[src/rtl/bin2bcd_seq.sv]
// bin2bcd_seq: signed binary to sign + BCD digits, one double-dabble shift per clock
module bin2bcd_seq #(
    parameter int WIDTH  = 16,
    parameter int DIGITS = 5,
    parameter bit SIGNED = 1'b1
) (
    input  logic                  clk,
    input  logic                  rst,
    input  logic                  start,
    input  logic [WIDTH-1:0]      bin_in,
    output logic                  busy,
    output logic                  done,
    output logic                  neg,
    output logic [4*DIGITS-1:0]   bcd
);
    localparam int CW = $clog2(WIDTH) + 1;
    localparam logic [CW-1:0] LAST = CW'(WIDTH - 1);
    typedef enum logic [1:0] {IDLE, SHIFT, DONE} state_t;
    state_t state, state_nxt;
    logic [CW-1:0] cnt;
    logic [WIDTH-1:0] mag;
    logic [4*DIGITS-1:0] work, adj, shifted;
    logic sgn, in_sgn, last;
    always_comb begin
        in_sgn = SIGNED & bin_in[WIDTH-1];
        adj = work;
        for (int i = 0; i < DIGITS; i++)
            adj[4*i +: 4] = work[4*i +: 4] >= 4'd5 ? work[4*i +: 4] + 4'd3 : work[4*i +: 4];
        shifted = (adj << 1) | {{(4*DIGITS-1){1'b0}}, mag[WIDTH-1]};
        last = state == SHIFT && cnt == LAST;
        state_nxt = state == IDLE  ? (start ? SHIFT : IDLE) :
                    state == SHIFT ? (last ? DONE : SHIFT) : IDLE;
    end
    always_ff @(posedge clk)
        if (rst) state <= IDLE;
        else state <= state_nxt;
    // bcd/neg are updated only on the final shift so the display never sees partial digits
    always_ff @(posedge clk)
        if (rst) begin
            cnt  <= '0;
            mag  <= '0;
            work <= '0;
            sgn  <= 1'b0;
            bcd  <= '0;
            neg  <= 1'b0;
        end else if (state == IDLE && start) begin
            sgn  <= in_sgn;
            mag  <= in_sgn ? -bin_in : bin_in;
            work <= '0;
            cnt  <= '0;
        end else if (state == SHIFT) begin
            work <= shifted;
            mag  <= mag << 1;
            cnt  <= cnt + 1'b1;
            if (last) begin
                bcd <= shifted;
                neg <= sgn;
            end
        end
    assign busy = state == SHIFT;
    assign done = state == DONE;
endmodule

[config.mk]
export PLATFORM = sky130hd
export DESIGN_NAME = bin2bcd_seq
export DESIGN_NICKNAME = d
export VERILOG_FILES = /design/src/rtl/bin2bcd_seq.sv
export SDC_FILE = /design/constraint.sdc
export NUM_CORES = 1
export LEC_CHECK = 0
export ABC_AREA = 1
export BUFFER_PORTS_ARGS = -buffer_cell sky130_fd_sc_hd__buf_2
export CAP_MARGIN = 40
export CORE_UTILIZATION = 60
export CTS_BUF_LIST = sky130_fd_sc_hd__clkbuf_8
export CTS_CLUSTER_DIAMETER = 40
export DETAILED_ROUTE_END_ITERATION = 7
export GPL_ROUTABILITY_DRIVEN = 0
export PLACE_DENSITY = 0.89
export SYNTH_ARGS = -nofsm -noshare
export SYNTH_HDL_FRONTEND = slang
export SYNTH_SLANG_ARGS = --single-unit
[constraint.sdc]
create_clock -name clk -period 1.85 [get_ports clk]
set_input_delay 0.185 -clock clk [delete_from_list [all_inputs] [get_ports clk]]
set_output_delay 0.185 -clock clk [all_outputs]
set_load 0.02 [all_outputs]
Yosys cells after proc, flatten, opt, wreduce, memory -nomap -nowiden. Index checks and enable logic that the tools add are counted. Widths: inputs -> output; s select.

Add/subtract/negate cells: 7. Magnitude comparators: 5. Eq/ne operators: 3. Muxes and demuxes: 12. Bitwise operators: 2. Reductions and logical operators: 6.

Operators with widths (count): $mux 16 (3); $ge 4x3->1 const B (5); $or 20x1->20 (1); $add 4x2->4 const B (4); $mux 4 (4); $neg 16->16 (1); $mux 2 (3); $add 5x1->5 const B (1); $eq 5x4->1 const B (1); $add 3x2->3 const B (1); $mux 3 (1); $reduce_and 3->1 (1); $eq 2x1->1 const B (1); $eq 2x2->1 const B (1); $logic_and 1x1->1 (2); $logic_not 2->1 (1); $reduce_bool 2->1 (1); $reduce_or 2->1 (1); $mux 1 (1); $not 1->1 (1).

Register bits after elaboration: 65. Input bits: 19. Output and inout port bits: 23.

Longest topological paths before layout.
Depth after elaboration: 5. Depth in mapped cells: 11.

Worst setup path before layout. OpenSTA, ideal clock, no wires.

Kind: reg-to-reg. From: register cnt[0]. To: register bcd[12]. Setup time: 114 ps. Data arrival time: 1465 ps. Data required time: 1736 ps. Slack: 271 ps. Stages on the path, launching flop included: 11. Path buffers: 1. Period minus slack after synthesis: 1579 ps. Path through: dfxtp_1 ha_1 inv_1 nor3_1 ha_1 inv_1 nor2_8 inv_2 buf_2 o21bai_1 inv_1.

Cells in the longest elaborated chain, start to end: 3.

RTL lines: start: declaration (line 20) `logic [CW-1:0] cnt;`; start signal: assignment (line 54) `cnt <= cnt + 1'b1;`; $eq 5x4->1 (line 30) `last = state == SHIFT && cnt == LAST;`; $logic_and 1x1->1 (line 30); $reduce_and 3->1 (no source line); end signal: assignment (line 56) `bcd <= shifted;`; end: declaration (line 14) `output logic [4*DIGITS-1:0] bcd`.

No other way between the ends. A chain may end at the register's enable or synchronous reset.

Final worst setup path.
From: register cnt[1]. To: register bcd[18].

Same word-level chain as after synthesis.

==> qor.csv <==
metric,value,unit
max-cap violations,0,
Total GRT Usage,28.3,%
Layout area overhead,15.4,%
Worst-Margin Slew,0.729,ns
Max VDD drop,0.000482,V
final wirelength,8370,um
via count,3433,
cts hold-fix bufs,0,
full die area,6030,um2
Synth area leader,dfxtp_1,
GR Overflow Total,0,
Met3 Routed Length,544,um
synth cell count leaders,"nand2_1 (101), inv_1 (76), dfxtp_1 (65), o21ai_0 (64), a21oi_1 (52)",
required time of the worst setup path,2.13,ns
clock tree root buffer cell,clkbuf_8,
type of origin of the critical path,flip-flop,
Mapped Area,3430,um2
Cell Rows,27,
top sig layer,met4,
R2R cell count,10,
# diodes,0,
Max-slew headroom,51.3,%
"Slowest-stage cell, CP",dfxtp_4,
f_max,559,MHz
DRC,0,
vias in the first global route,3107,
crit-path leading delay family,simple AND/OR/NAND/NOR gates,
share of cells above drive strength 1,15.8,%
Seq pwr share,47.7,%
P_leak,0.00203,uW
crit path cell chain,"ha_4, inv_2, nor3_2, ha_2, inv_4, nor2_8, buf_6, o21ai_1, o21bai_1, inv_1",
htree depth,3,
"EDFF count, synth",0,
Clock Latency Late Sink,0.34,ns
"Net count, final",572,
ANT nets after route,0,
register area share after synthesis,37.9,%
CTS buffer count,9,
status,completed,
Worst Path Arrival,2.07,ns
power per cell area,790,nW/um2
worst hold-check slack,0.137,ns
asr flop ratio synth,0,%
core area,5510,um2
syn_nets,527,
Initial Util,62.4,%
crit path max fanout,5,
met2 routed WL,4070,um
syn_area_per_cell,6.94,um2
Clock Sinks,65,
Setup Viol. Count Final,0,
Detailed Routing Iterations Pass 1,5,
max incr delay on CP,0.37,ns
routed length on met1,3620,um
worst hold stages,3,
global-route wire length before repair,13600,um
worst path bufs/invs,4,
Final Hold Viols,0,
chip width,77.7,um
Pwr Total,3130,uW
worst min path class,primary input to flip-flop,
net switching power,877,uW
minimum clock period after layout,1.79,ns
clock slew at reported path FFs,0.07,ns
CTS tree,yes,
WL per Instance,13.6,um
Die H,77.7,um
First DRT Iteration DRCs,244,
cell with the most instances after synthesis,nand2_1,
Logic pwr share,14.3,%
Net Sw Frac,28.0,%
dpl hpwl,5330,um
kind of critical path,flip-flop to flip-flop,
io pins,42,
Worst Skew,0.00932,ns
Cells after Synth,495,
Slew Limit Fails,0,
port bufs,41,
critical path depth,10,
post-synth top area share,37.9,%
distinct cell type count after synthesis,27,
ys flop type,dfxtp_1,
largest net degree at the start of global routing,36,
initial antenna violation count,0,
#FFs+latches synth,65,
vias per cell,5.56,
Crit. End Element,flip-flop,
Synth warnings,0,
Synth area leaders,"dfxtp_1 (38%), nand2_1 (11%), o21ai_0 (9.3%), inv_1 (8.3%), a21oi_1 (7.6%)",
P_int,2260,uW
clock network fraction of total power,38.0,%
share of the clock period used by the worst path after layout,96.8,%
clk buf depth,2,
logic make-up after synthesis:
family	share of synthesized area, %
buf+inv	11.8
xor+xnor	2.04
flops	37.9
simple gates	20.9
fa+ha+maj	4.74
compound gates	22.7
cell type report:
type / instances / area [um2]
Timing Repair Buffer: 50 / 284
Clock inverter: 6 / 58.8
Tap cell: 72 / 90.1
Sequential cell: 65 / 1310
Fill cell: 427 / 1540
Inverter: 83 / 324
Clock buffer: 10 / 138
Multi-Input combinational cell: 331 / 1760
per-layer routing:
metal / vias up / global-route usage (%)
met4: 0 / 9.81
met2: 148 / 48.2
met3: 17 / 6.47
met5: - / 0
li1: 1678 / -
met1: 1590 / 34.8
stage by stage:
| step | setup WS (ns) | instance area, um2 | utilization (%) | std cells | setup TNS [ns] |
|---|---|---|---|---|---|
| 2_1_floorplan | 0.271 | 3430 | - | 495 | 0 |
| 3_3_place_gp | 0.115 | 3690 | 67.0 | 597 | 0 |
| 3_5_place_dp | -0.0396 | 3690 | 67.0 | 597 | -0.211 |
| 4_1_cts | 0.0253 | 3900 | 70.9 | 615 | 0 |
| 5_1_grt | -0.0315 | 3960 | 72.0 | 617 | -0.0315 |
| 6_report | 0.0598 | 3960 | 72.0 | 617 | 0 |
path summary, 6_finish.rpt:
check            start      end  slack (ns)
max             cnt[1]  bcd[18]        0.06
max reg2reg     cnt[1]  bcd[18]        0.06
min          bin_in[0]   mag[0]        0.14
min reg2reg     mag[0]   mag[0]        0.47
sequential cells by signal, summed over array words and instances, names as in the netlist:
| name | cells |
|---|---|
| bcd | 20 |
| work | 20 |
| mag | 16 |
| cnt | 5 |
| state | 2 |
| neg | 1 |
| sgn | 1 |
power groups by stage:
stage               Clock, uW  Sequential [uW]  Combinational (uW)
floorplan                   0             1520                 320
global placement            0             1520                 411
detailed placement          0             1530                 429
CTS                      1200             1500                 435
global route             1260             1500                 505
finish                   1190             1500                 448
what timing repair did:
item / CTS / global route
endpoints found under the setup margin: 16 / 22
gates resized for setup: 1 / 15
pin swaps: 1 / 4
setup buffers: 2 / 1
gates cloned: 0 / 1
worst register-to-register path, stage by stage, from the launching register on:
cell	delay, ns
dfxtp_4	0.37
ha_4	0.14
inv_2	0.04
nor3_2	0.19
ha_2	0.22
inv_4	0.07
nor2_8	0.20
buf_6	0.14
o21ai_1	0.07
o21bai_1	0.23
inv_1	0.07
layout by cell type, fill, tap and decap left out, drive strengths merged, types with 3 or more instances in the layout:
cell type  count
a21oi         52
buf           50
clkbuf        10
dfxtp         65
ha            13
inv           84
nand2        101
nand3         18
nand3b         4
nor2          36
nor3           3
o211ai         5
o21ai         72
o21bai        15
xor2           6
Power figures use the tool's default switching activity.
